<file path="src/rtl/mdu_iter_pkg.sv">
// Shared types and constants for the iterative RV32M multiply/divide unit.
//   mdu_op_e     : func3 encodings of the M-extension operations
//   mdu_state_e  : FSM states of mdu_iter
//   MDU_FUNCT7   : funct7 value the decoder matches to raise start
//   id_ex_mdu_t  : M-extension slice of the ID/EX pipeline register
// Helper functions report which operands an operation treats as signed.
package mdu_iter_pkg;

    typedef enum logic [2:0] {
        MDU_MUL    = 3'd0,
        MDU_MULH   = 3'd1,
        MDU_MULHSU = 3'd2,
        MDU_MULHU  = 3'd3,
        MDU_DIV    = 3'd4,
        MDU_DIVU   = 3'd5,
        MDU_REM    = 3'd6,
        MDU_REMU   = 3'd7
    } mdu_op_e;

    typedef enum logic [1:0] {
        MDU_IDLE = 2'd0,
        MDU_CALC = 2'd1,
        MDU_FIX  = 2'd2,
        MDU_DONE = 2'd3
    } mdu_state_e;

    localparam logic [6:0] MDU_FUNCT7 = 7'b0000001;

    typedef struct packed {
        logic       is_mdu;
        logic [2:0] func3;
        logic [4:0] rd;
    } id_ex_mdu_t;

    // rs1 is signed for MULH, MULHSU, DIV and REM.
    function automatic logic mdu_a_signed(input logic [2:0] f);
        return (f == MDU_MULH) || (f == MDU_MULHSU) || (f == MDU_DIV) || (f == MDU_REM);
    endfunction

    // rs2 is signed for MULH, DIV and REM (MULHSU treats rs2 as unsigned).
    function automatic logic mdu_b_signed(input logic [2:0] f);
        return (f == MDU_MULH) || (f == MDU_DIV) || (f == MDU_REM);
    endfunction

endpackage

</file>
<file path="src/rtl/mdu_iter_sign_fix.sv">
// Combinational sign handling around the unsigned iterative core.
//   Prep side : op, op_a, op_b -> mag_a, mag_b (absolute values of the
//               operands the op treats as signed), neg_main (product or
//               quotient must be negated), neg_rem (remainder must be negated).
//   Fix side  : fix_op, fix_neg_main, fix_neg_rem, acc (hi:lo core register)
//               -> fix_result, the architecturally visible result.
module mdu_sign_fix
    import mdu_iter_pkg::*;
#(
    parameter int DATA_W = 32
) (
    input  logic [2:0]          op,
    input  logic [DATA_W-1:0]   op_a,
    input  logic [DATA_W-1:0]   op_b,
    output logic [DATA_W-1:0]   mag_a,
    output logic [DATA_W-1:0]   mag_b,
    output logic                neg_main,
    output logic                neg_rem,
    input  logic [2:0]          fix_op,
    input  logic                fix_neg_main,
    input  logic                fix_neg_rem,
    input  logic [2*DATA_W-1:0] acc,
    output logic [DATA_W-1:0]   fix_result
);

    logic                a_neg_s;
    logic                b_neg_s;
    logic [2*DATA_W-1:0] prod_s;
    logic [DATA_W-1:0]   quot_s;
    logic [DATA_W-1:0]   rem_s;

    // Operand magnitudes and the sign the final result must carry.
    always_comb begin
        a_neg_s  = mdu_a_signed(op) && op_a[DATA_W-1];
        b_neg_s  = mdu_b_signed(op) && op_b[DATA_W-1];
        mag_a    = a_neg_s ? ({DATA_W{1'b0}} - op_a) : op_a;
        mag_b    = b_neg_s ? ({DATA_W{1'b0}} - op_b) : op_b;
        neg_main = a_neg_s ^ b_neg_s;
        // Remainder sign follows the dividend.
        neg_rem  = a_neg_s;
    end

    // Two's-complement correction of the finished magnitude and half select.
    always_comb begin
        // Negating the full double-width product keeps both halves consistent.
        prod_s = fix_neg_main ? ({(2*DATA_W){1'b0}} - acc) : acc;
        quot_s = fix_neg_main ? ({DATA_W{1'b0}} - acc[DATA_W-1:0]) : acc[DATA_W-1:0];
        rem_s  = fix_neg_rem ? ({DATA_W{1'b0}} - acc[2*DATA_W-1:DATA_W])
                             : acc[2*DATA_W-1:DATA_W];
        case (fix_op)
            MDU_MUL:                          fix_result = prod_s[DATA_W-1:0];
            MDU_MULH, MDU_MULHSU, MDU_MULHU:  fix_result = prod_s[2*DATA_W-1:DATA_W];
            MDU_DIV, MDU_DIVU:                fix_result = quot_s;
            MDU_REM, MDU_REMU:                fix_result = rem_s;
            default:                          fix_result = {DATA_W{1'b0}};
        endcase
    end

endmodule

</file>
<file path="src/rtl/mdu_iter.sv">
// Iterative RV32M multiply/divide unit for the EX stage.
//   clk, reset         : rising-edge clock, asynchronous active-high reset
//   start, func3       : M-op present in EX this cycle and its func3 code
//   op_a, op_b, rd_in  : forwarded rs1/rs2 and destination register
//   flush              : pipeline flush, aborts any operation in progress
//   stall_req          : holds PC, IF/ID and ID/EX while the unit computes
//   busy               : unit is not idle
//   done               : one-cycle pulse, result/rd_out valid
//   result, rd_out     : operation result and its destination register
// Multiply is one shift-add step per cycle, divide one restoring step per
// cycle, both on magnitudes; signs are applied in FIX. Divide-by-zero and
// signed overflow bypass the iteration and complete the cycle after start.
module mdu_iter
    import mdu_iter_pkg::*;
#(
    parameter int DATA_W     = 32,
    parameter int RF_ADDRESS = 5
) (
    input  logic                  clk,
    input  logic                  reset,
    input  logic                  start,
    input  logic [2:0]            func3,
    input  logic [DATA_W-1:0]     op_a,
    input  logic [DATA_W-1:0]     op_b,
    input  logic [RF_ADDRESS-1:0] rd_in,
    input  logic                  flush,
    output logic                  stall_req,
    output logic                  busy,
    output logic                  done,
    output logic [DATA_W-1:0]     result,
    output logic [RF_ADDRESS-1:0] rd_out
);

    localparam int CNT_W = $clog2(DATA_W) + 1;
    localparam logic [DATA_W-1:0] MOST_NEG = {1'b1, {(DATA_W-1){1'b0}}};

    mdu_state_e            state_r;
    mdu_state_e            state_next_s;
    logic [CNT_W-1:0]      cnt_r;
    logic [2:0]            op_r;
    logic [RF_ADDRESS-1:0] rd_lat_r;
    logic [DATA_W-1:0]     opnd_r;
    logic [2*DATA_W-1:0]   acc_r;
    logic                  neg_main_r;
    logic                  neg_rem_r;

    logic                  accept_s;
    logic                  div_zero_s;
    logic                  ovf_s;
    logic                  fast_s;
    logic [DATA_W-1:0]     fast_res_s;
    logic [DATA_W-1:0]     mag_a_s;
    logic [DATA_W-1:0]     mag_b_s;
    logic                  neg_main_s;
    logic                  neg_rem_s;
    logic [DATA_W-1:0]     fix_result_s;
    logic [DATA_W:0]       mul_sum_s;
    logic [DATA_W:0]       rem_sh_s;
    logic [DATA_W:0]       diff_s;
    logic [2*DATA_W-1:0]   acc_step_s;

    mdu_sign_fix #(
        .DATA_W (DATA_W)
    ) u_sign_fix (
        .op           (func3),
        .op_a         (op_a),
        .op_b         (op_b),
        .mag_a        (mag_a_s),
        .mag_b        (mag_b_s),
        .neg_main     (neg_main_s),
        .neg_rem      (neg_rem_s),
        .fix_op       (op_r),
        .fix_neg_main (neg_main_r),
        .fix_neg_rem  (neg_rem_r),
        .acc          (acc_r),
        .fix_result   (fix_result_s)
    );

    assign accept_s  = (state_r == MDU_IDLE) && start && !flush;
    assign stall_req = (state_r == MDU_CALC) || (state_r == MDU_FIX) || accept_s;
    assign busy      = (state_r != MDU_IDLE);
    assign done      = (state_r == MDU_DONE);

    // Special-case detection and results for the single-cycle fast path.
    always_comb begin
        div_zero_s = func3[2] && (op_b == {DATA_W{1'b0}});
        // Only DIV/REM (func3[0]==0 within the divide group) are signed.
        ovf_s      = func3[2] && !func3[0] && (op_a == MOST_NEG) && (op_b == {DATA_W{1'b1}});
        fast_s     = div_zero_s || ovf_s;
        if (div_zero_s) begin
            fast_res_s = func3[1] ? op_a : {DATA_W{1'b1}};
        end else if (ovf_s) begin
            fast_res_s = func3[1] ? {DATA_W{1'b0}} : op_a;
        end else begin
            fast_res_s = {DATA_W{1'b0}};
        end
    end

    // One multiply or divide iteration on the hi:lo accumulator.
    always_comb begin
        // Multiply: multiplier sits in lo and shifts out; partial sum grows in hi.
        mul_sum_s = {1'b0, acc_r[2*DATA_W-1:DATA_W]}
                  + (acc_r[0] ? {1'b0, opnd_r} : {(DATA_W+1){1'b0}});
        // Divide: hi is the partial remainder, lo shifts dividend out and quotient in.
        rem_sh_s  = {acc_r[2*DATA_W-1:DATA_W], acc_r[DATA_W-1]};
        diff_s    = rem_sh_s - {1'b0, opnd_r};
        if (op_r[2]) begin
            if (diff_s[DATA_W]) begin
                acc_step_s = {rem_sh_s[DATA_W-1:0], acc_r[DATA_W-2:0], 1'b0};
            end else begin
                acc_step_s = {diff_s[DATA_W-1:0], acc_r[DATA_W-2:0], 1'b1};
            end
        end else begin
            acc_step_s = {mul_sum_s, acc_r[DATA_W-1:1]};
        end
    end

    // Next-state logic; flush outranks everything else.
    always_comb begin
        state_next_s = state_r;
        case (state_r)
            MDU_IDLE: begin
                if (accept_s) begin
                    state_next_s = fast_s ? MDU_DONE : MDU_CALC;
                end else begin
                    state_next_s = MDU_IDLE;
                end
            end
            MDU_CALC: begin
                if (flush) begin
                    state_next_s = MDU_IDLE;
                end else if (cnt_r == CNT_W'(1)) begin
                    state_next_s = MDU_FIX;
                end else begin
                    state_next_s = MDU_CALC;
                end
            end
            MDU_FIX: begin
                if (flush) begin
                    state_next_s = MDU_IDLE;
                end else begin
                    state_next_s = MDU_DONE;
                end
            end
            MDU_DONE: state_next_s = MDU_IDLE;
            default:  state_next_s = MDU_IDLE;
        endcase
    end

    // FSM state register.
    always_ff @(posedge clk or posedge reset) begin
        if (reset) begin
            state_r <= MDU_IDLE;
        end else begin
            state_r <= state_next_s;
        end
    end

    // Operand capture at accept and iteration of the core registers.
    always_ff @(posedge clk or posedge reset) begin
        if (reset) begin
            cnt_r      <= {CNT_W{1'b0}};
            op_r       <= 3'd0;
            rd_lat_r   <= {RF_ADDRESS{1'b0}};
            opnd_r     <= {DATA_W{1'b0}};
            acc_r      <= {(2*DATA_W){1'b0}};
            neg_main_r <= 1'b0;
            neg_rem_r  <= 1'b0;
        end else begin
            case (state_r)
                MDU_IDLE: begin
                    if (accept_s) begin
                        op_r       <= func3;
                        rd_lat_r   <= rd_in;
                        neg_main_r <= neg_main_s;
                        neg_rem_r  <= neg_rem_s;
                        cnt_r      <= CNT_W'(DATA_W);
                        if (func3[2]) begin
                            acc_r  <= {{DATA_W{1'b0}}, mag_a_s};
                            opnd_r <= mag_b_s;
                        end else begin
                            acc_r  <= {{DATA_W{1'b0}}, mag_b_s};
                            opnd_r <= mag_a_s;
                        end
                    end
                end
                MDU_CALC: begin
                    acc_r <= acc_step_s;
                    cnt_r <= cnt_r - CNT_W'(1);
                end
                default: begin
                end
            endcase
        end
    end

    // Result and destination register; they hold between operations.
    always_ff @(posedge clk or posedge reset) begin
        if (reset) begin
            result <= {DATA_W{1'b0}};
            rd_out <= {RF_ADDRESS{1'b0}};
        end else if (accept_s && fast_s) begin
            result <= fast_res_s;
            rd_out <= rd_in;
        end else if ((state_r == MDU_FIX) && !flush) begin
            result <= fix_result_s;
            rd_out <= rd_lat_r;
        end
    end

endmodule

</file>
<file path="config.mk">
export PLATFORM = sky130hd
export DESIGN_NAME = mdu_iter
export DESIGN_NICKNAME = d
export VERILOG_FILES = /design/src/rtl/mdu_iter_pkg.sv /design/src/rtl/mdu_iter_sign_fix.sv /design/src/rtl/mdu_iter.sv
export SDC_FILE = /design/constraint.sdc
export NUM_CORES = 1
export LEC_CHECK = 0
export ABC_CLOCK_PERIOD_IN_PS = 7800
export CORE_UTILIZATION = 33
export CTS_BUF_LIST = sky130_fd_sc_hd__clkbuf_4
export DETAILED_ROUTE_END_ITERATION = 7
export PLACE_DENSITY = 0.55
export REMOVE_ABC_BUFFERS = 1
export SYNTH_ARGS = -nofsm -noshare
export SYNTH_HDL_FRONTEND = slang
export SYNTH_SLANG_ARGS = --single-unit
</file>
<file path="constraint.sdc">
create_clock -name clk -period 7.8 [get_ports clk]
set_input_delay 0.78 -clock clk [delete_from_list [all_inputs] [get_ports clk]]
set_output_delay 0.78 -clock clk [all_outputs]
set_load 0.01 [all_outputs]
</file>
### Yosys cells after proc, flatten, opt, wreduce, memory -nomap -nowiden

Index checks and enable logic that the tools add are counted.

| cells by class | value |
|---|---|
| add/subtract/negate cells | 8 |
| eq/ne operators | 18 |
| mux-type cells | 29 |
| bitwise operators | 1 |
| reductions and logical operators | 31 |

Operators by type and width:

| kind | number |
|---|---|
| two-way mux 32 bit | 13 |
| two-way mux 64 bit | 4 |
| one-hot mux 32 bit (4 select lines) | 1 |
| one-hot mux 64 bit (2 select lines) | 1 |
| subtractor 1 x 32 -> 32 bit, first input constant | 4 |
| == test 32 bit, second input constant | 2 |
| subtractor 1 x 64 -> 64 bit, first input constant | 1 |
| adder 32 x 32 -> 33 bit | 1 |
| subtractor 33 x 32 -> 33 bit | 1 |
| zero test 32 bit | 1 |
| == test 3 bit, second input constant | 6 |
| one-hot mux 6 bit (2 select lines) | 1 |
| logical AND 1 bit | 10 |
| two-way mux 2 bit | 5 |
| two-way mux 5 bit | 2 |
| == test 3 x 2 -> 1 bit, second input constant | 3 |
| logical OR 1 bit | 8 |
| one-hot mux 2 bit (4 select lines) | 1 |
| == test 3 x 1 -> 1 bit, second input constant | 2 |
| == test 6 x 1 -> 1 bit, second input constant | 1 |
| two-way mux 6 bit | 1 |
| nonzero test 2 bit | 3 |
| subtractor 6 x 1 -> 6 bit, second input constant | 1 |
| == test 2 bit, second input constant | 2 |
| 9 further kinds | 12 |

| storage, ports and cells | value |
|---|---|
| flip-flop bits (word level) | 151 |
| input bits | 76 |
| output and inout bits | 40 |
| word-level logic and storage cells | 97 |

### Depth between registers and ports, before layout

| logic depth | value |
|---|---|
| word-level depth | 9 |
| mapped depth | 15 |
| gate-level depth less buffers | 14 |

### Hierarchy

From an unflattened synthesis, not the netlist that was laid out.

| second synthesis, totals | value |
|---|---|
| cell total of the unflattened synthesis | 2106 |
| area, all modules | 16517.1 µm² |

Modules (own cells, without submodules):

| module | times used | cells each | area an instance (µm²) | sequential area each (µm²) |
|---|---|---|---|---|
| mdu_iter | 1 | 1444 | 12210.5 | 3778.6 |
| mdu_sign_fix | 1 | 662 | 4306.6 | 0.0 |

### Worst setup path before layout

No wires, ideal clock.

| timing | value |
|---|---|
| path type | flip-flop to flip-flop |
| start | reg acc_r[0] |
| end | reg acc_r[61] |
| library setup time | 132 ps |
| arrival | 3061 ps |
| required time | 7668 ps |
| slack | 4607 ps |
| stages on the path, launching flop included | 15 |
| path buffers | 1 |
| period minus slack after synthesis | 3193 ps |
| path through | dfrtp_1 inv_1 clkbuf_1 nor2_1 ha_1 and3_1 a31oi_1 o21ai_1 a221oi_1 nor2b_1 a311o_1 a311oi_2 mux2i_1 a32oi_1 o21ai_1 |

| between the ends | value |
|---|---|
| longest elaborated chain between the ends | 4 |

Ends and longest elaborated chain:

| what | line | source |
|---|---|---|
| start, declared | mdu_iter.sv:43 | `logic [2*DATA_W-1:0] acc_r;` |
| start signal, assigned | mdu_iter.sv:166 | `acc_r <= {(2*DATA_W){1'b0}};` |
| start signal, assigned | mdu_iter.sv:179 | `acc_r <= {{DATA_W{1'b0}}, mag_a_s};` |
| start signal, assigned | mdu_iter.sv:182 | `acc_r <= {{DATA_W{1'b0}}, mag_b_s};` |
| two-way mux 32 bit | mdu_iter.sv:103 | `+ (acc_r[0] ? {1'b0, opnd_r} : {(DATA_W+1){1'b0}});` |
| adder 32 x 32 -> 33 bit | mdu_iter.sv:103 |  |
| two-way mux 64 bit | mdu_iter.sv:107 | `if (op_r[2]) begin` |
| one-hot mux 64 bit (2 select lines) | mdu_iter.sv:170 | `case (state_r)` |

No other way between the ends.
A chain may end at the register's enable or synchronous reset.

### Worst setup path in the final report

| timing | value |
|---|---|
| start | reg acc_r[0] |
| end | reg acc_r[63] |

Same word-level chain as after synthesis.

==> flow_metrics.tcl <==
set metrics [dict create \
    grt_usage_pct 24.1 \
    cp-start-kind "flip-flop" \
    cts_buffers 17 \
    synth.top_cell.area_share_pct 24.8 \
    synth_edf_count 0 \
    drive_gt1_share_pct 6.33 \
    p_per_area_nw_per_um2 202 \
    die_h_um 217 \
    final.setup.tns_ps 0 \
    max_freq_mhz 244 \
    start_util_pct 33.5 \
    yosysSeqAreaShare_pct 24.8 \
    worstPathRequired_ps 8360 \
    grt_max_degree 88 \
    worst_slew_pin_slew_ps 1270 \
    area_growth_pct 12.5 \
    vias_per_cell 5.77 \
    maxSlewViolCount 0 \
    yosysWarningCount 0 \
    arrival_ps 4650 \
    cts_resized 0 \
    rsz0062_at_grt "no" \
    internal-power_uw 1800 \
    min_from "rd_lat_r[3]" \
    cp-end-kind "flip-flop" \
    hold_path_class "reg2reg" \
    cts_buffer_depth 2 \
    hold_violations 0 \
    skew_ps 36.5 \
    drt_pass1_iterations 6 \
    synth_area_um2 15200 \
    relSlewSlack_pct 15.2 \
    finalNonFillerCells 2670 \
    period_needed_ps 4100 \
    yosysTopAreaCell "dfrtp_1" \
    p_leak_uw 0.00709 \
    synth_cell_types 82 \
    dp.cells 2636 \
    crit_type "reg2reg" \
    startpoint "acc_r[0]" \
    grt_pass1_wl_um 87500 \
    core-area_um2 45500 \
    critPathMaxFanout 30 \
    antenna_found_initial 2 \
    cts_max_level 4 \
    cts.hold.buffers_added 0 \
    syn_inst 2032 \
    p_sw_uw 1660 \
    port_buffers 115 \
    die_x_um 217 \
    setup_violations 0 \
    grt_overflow 0 \
    layout_commonest_cell "nor2_1" \
    cts_tree "yes" \
    postSynthAreaPerCell_um2 7.50 \
    fin_nets 2208 \
    synth_async_sr_flop_share_pct 100 \
    rows 78 \
    synth.area.top_cells "dfrtp_1 25%, a21oi_1 6.7%, ha_1 6.2%, xnor2_1 5.9%, nor2_1 5.3%" \
    peakVddDrop_uv 108 \
    swShare_pct 48.0 \
    dp_hpwl_um 42700 \
    outcome "finished clean" \
    final_cell_mix "216 x nor2_1, 213 x nand2_1, 203 x a21oi_1" \
    root_buffer "clkbuf_4" \
    r2r_cells 14 \
    p_seq_share_pct 33.0 \
    power.clock.fraction_pct 15.9 \
    fin_crit_sh_pct 52.5 \
    ys_ff_latch 151 \
    synthFlopType "dfrtp_1" \
    route.detailed.drc 0 \
    postCtsSetupBuffers 0 \
    cts_sinks 151 \
    rrSetupSlack_ps 3700 \
    io_pins 116 \
    pwr-share-comb_pct 51.1 \
    grt_pass1_vias 14700 \
    clk_transition_reported_paths_ps 150 \
    insertion_delay_ps 690 \
    endpoint "acc_r[63]" \
    ant_nets 0 \
    die-area_um2 47100 \
    drt-wirelength-per-cell_um 21.3 \
    place.gp.congestion 0.912 \
    timing.rr.end "acc_r[63]" \
    max_cap_violations 0 \
    routed-via-count 15400 \
    wirelength_um 57000 \
    r2r_start "acc_r[0]" \
    drt_iter0_drc 1334 \
]
[synthesized netlist by cell type, types with 46 or more instances]
library cell and count:
nor2_1 217, nand2_1 213, a21oi_1 204, dfrtp_1 151, o21ai_0 138, clkbuf_1 106, xnor2_1 102, xor2_1 85
o21ai_1 82, ha_1 75, inv_1 72, mux2i_1 46
[per-stage QoR]
stage / utilization, % / setup slack (ps) / area [um2] / total power, uW / hold WS [ps]
after global placement: 37.0 / 3260 / 16800 / 2880 / 459
after global routing: 37.7 / 3450 / 17200 / 3710 / 525
after floorplan: - / 2490 / 14700 / 2330 / 445
final: 37.7 / 3700 / 17200 / 3470 / 497
after CTS: 37.7 / 3730 / 17100 / 3460 / 501
after detailed placement: 37.0 / 3190 / 16800 / 2900 / 466
[flip-flops by register name (all words and copies together) (netlist names)]
register	count
rd_lat_r	5
opnd_r	32
neg_rem_r	1
op_r	3
state_r	2
acc_r	64
cnt_r	6
rd_out	5
result	32
neg_main_r	1
[routing by layer]
layer	track usage (%)	part of all wire (%)	vias to the layer above
met5	0	0	-
met4	9.65	3.4	0
met3	3.16	5.3	84
met2	38.2	46	535
met1	33.1	46	7427
li1	-	-	7354
[power by group through the flow]
| stage | Combinational [uW] | Clock, uW | Sequential [uW] |
|---|---|---|---|
| 6_report | 1770 | 551 | 1140 |
| 5_1_grt | 1960 | 592 | 1170 |
| 4_1_cts | 1760 | 564 | 1140 |
| 3_5_place_dp | 1740 | 0 | 1150 |
| 3_3_place_gp | 1730 | 0 | 1150 |
| 2_1_floorplan | 1240 | 0 | 1080 |
[layout make-up]
| cell class | instances | area (um2) |
|---|---|---|
| fill | 4794 | 28300 |
| sequential | 151 | 3780 |
| inverter | 74 | 283 |
| multi-input combinational | 1671 | 10700 |
| timing repair buffer | 140 | 1340 |
| antenna | 2 | 5.00 |
| clock buffer | 17 | 128 |
| clock inverter | 15 | 169 |
| tap | 600 | 751 |
[critical path, stage by stage, from the launching register on]
cell	delay [ps]
dfrtp_1	500
inv_1	130
buf_4	340
nor2_1	80
ha_1	320
nor2b_1	140
o21ai_0	320
a2111oi_0	180
nor2_1	220
o21ai_1	200
a311o_1	420
a311oi_2	580
o21ai_0	250
o311ai_0	170
o21ai_1	120
[cell families after synthesis]
logic type	count (synthesis)	synth area share (%)
compound gates	685	27.5
simple gates	651	20.2
buf+inv	210	5.50
xor+xnor	187	10.7
flops	151	24.8
fa+ha+maj	77	6.42
mux	71	4.87
[worst min-delay path by stage]
| stage | depth (start not counted) | slack, ps | endpoint |
|---|---|---|---|
| floorplan | 2 | 440 | rd_lat_r[0] |
| global placement | 2 | 460 | rd_lat_r[4] |
| detailed placement | 2 | 470 | rd_lat_r[4] |
| CTS | 2 | 500 | opnd_r[3] |
| global route | 2 | 520 | rd_lat_r[3] |
| finish | 2 | 500 | rd_lat_r[3] |
No activity file was read; power rests on OpenSTA's default activity.
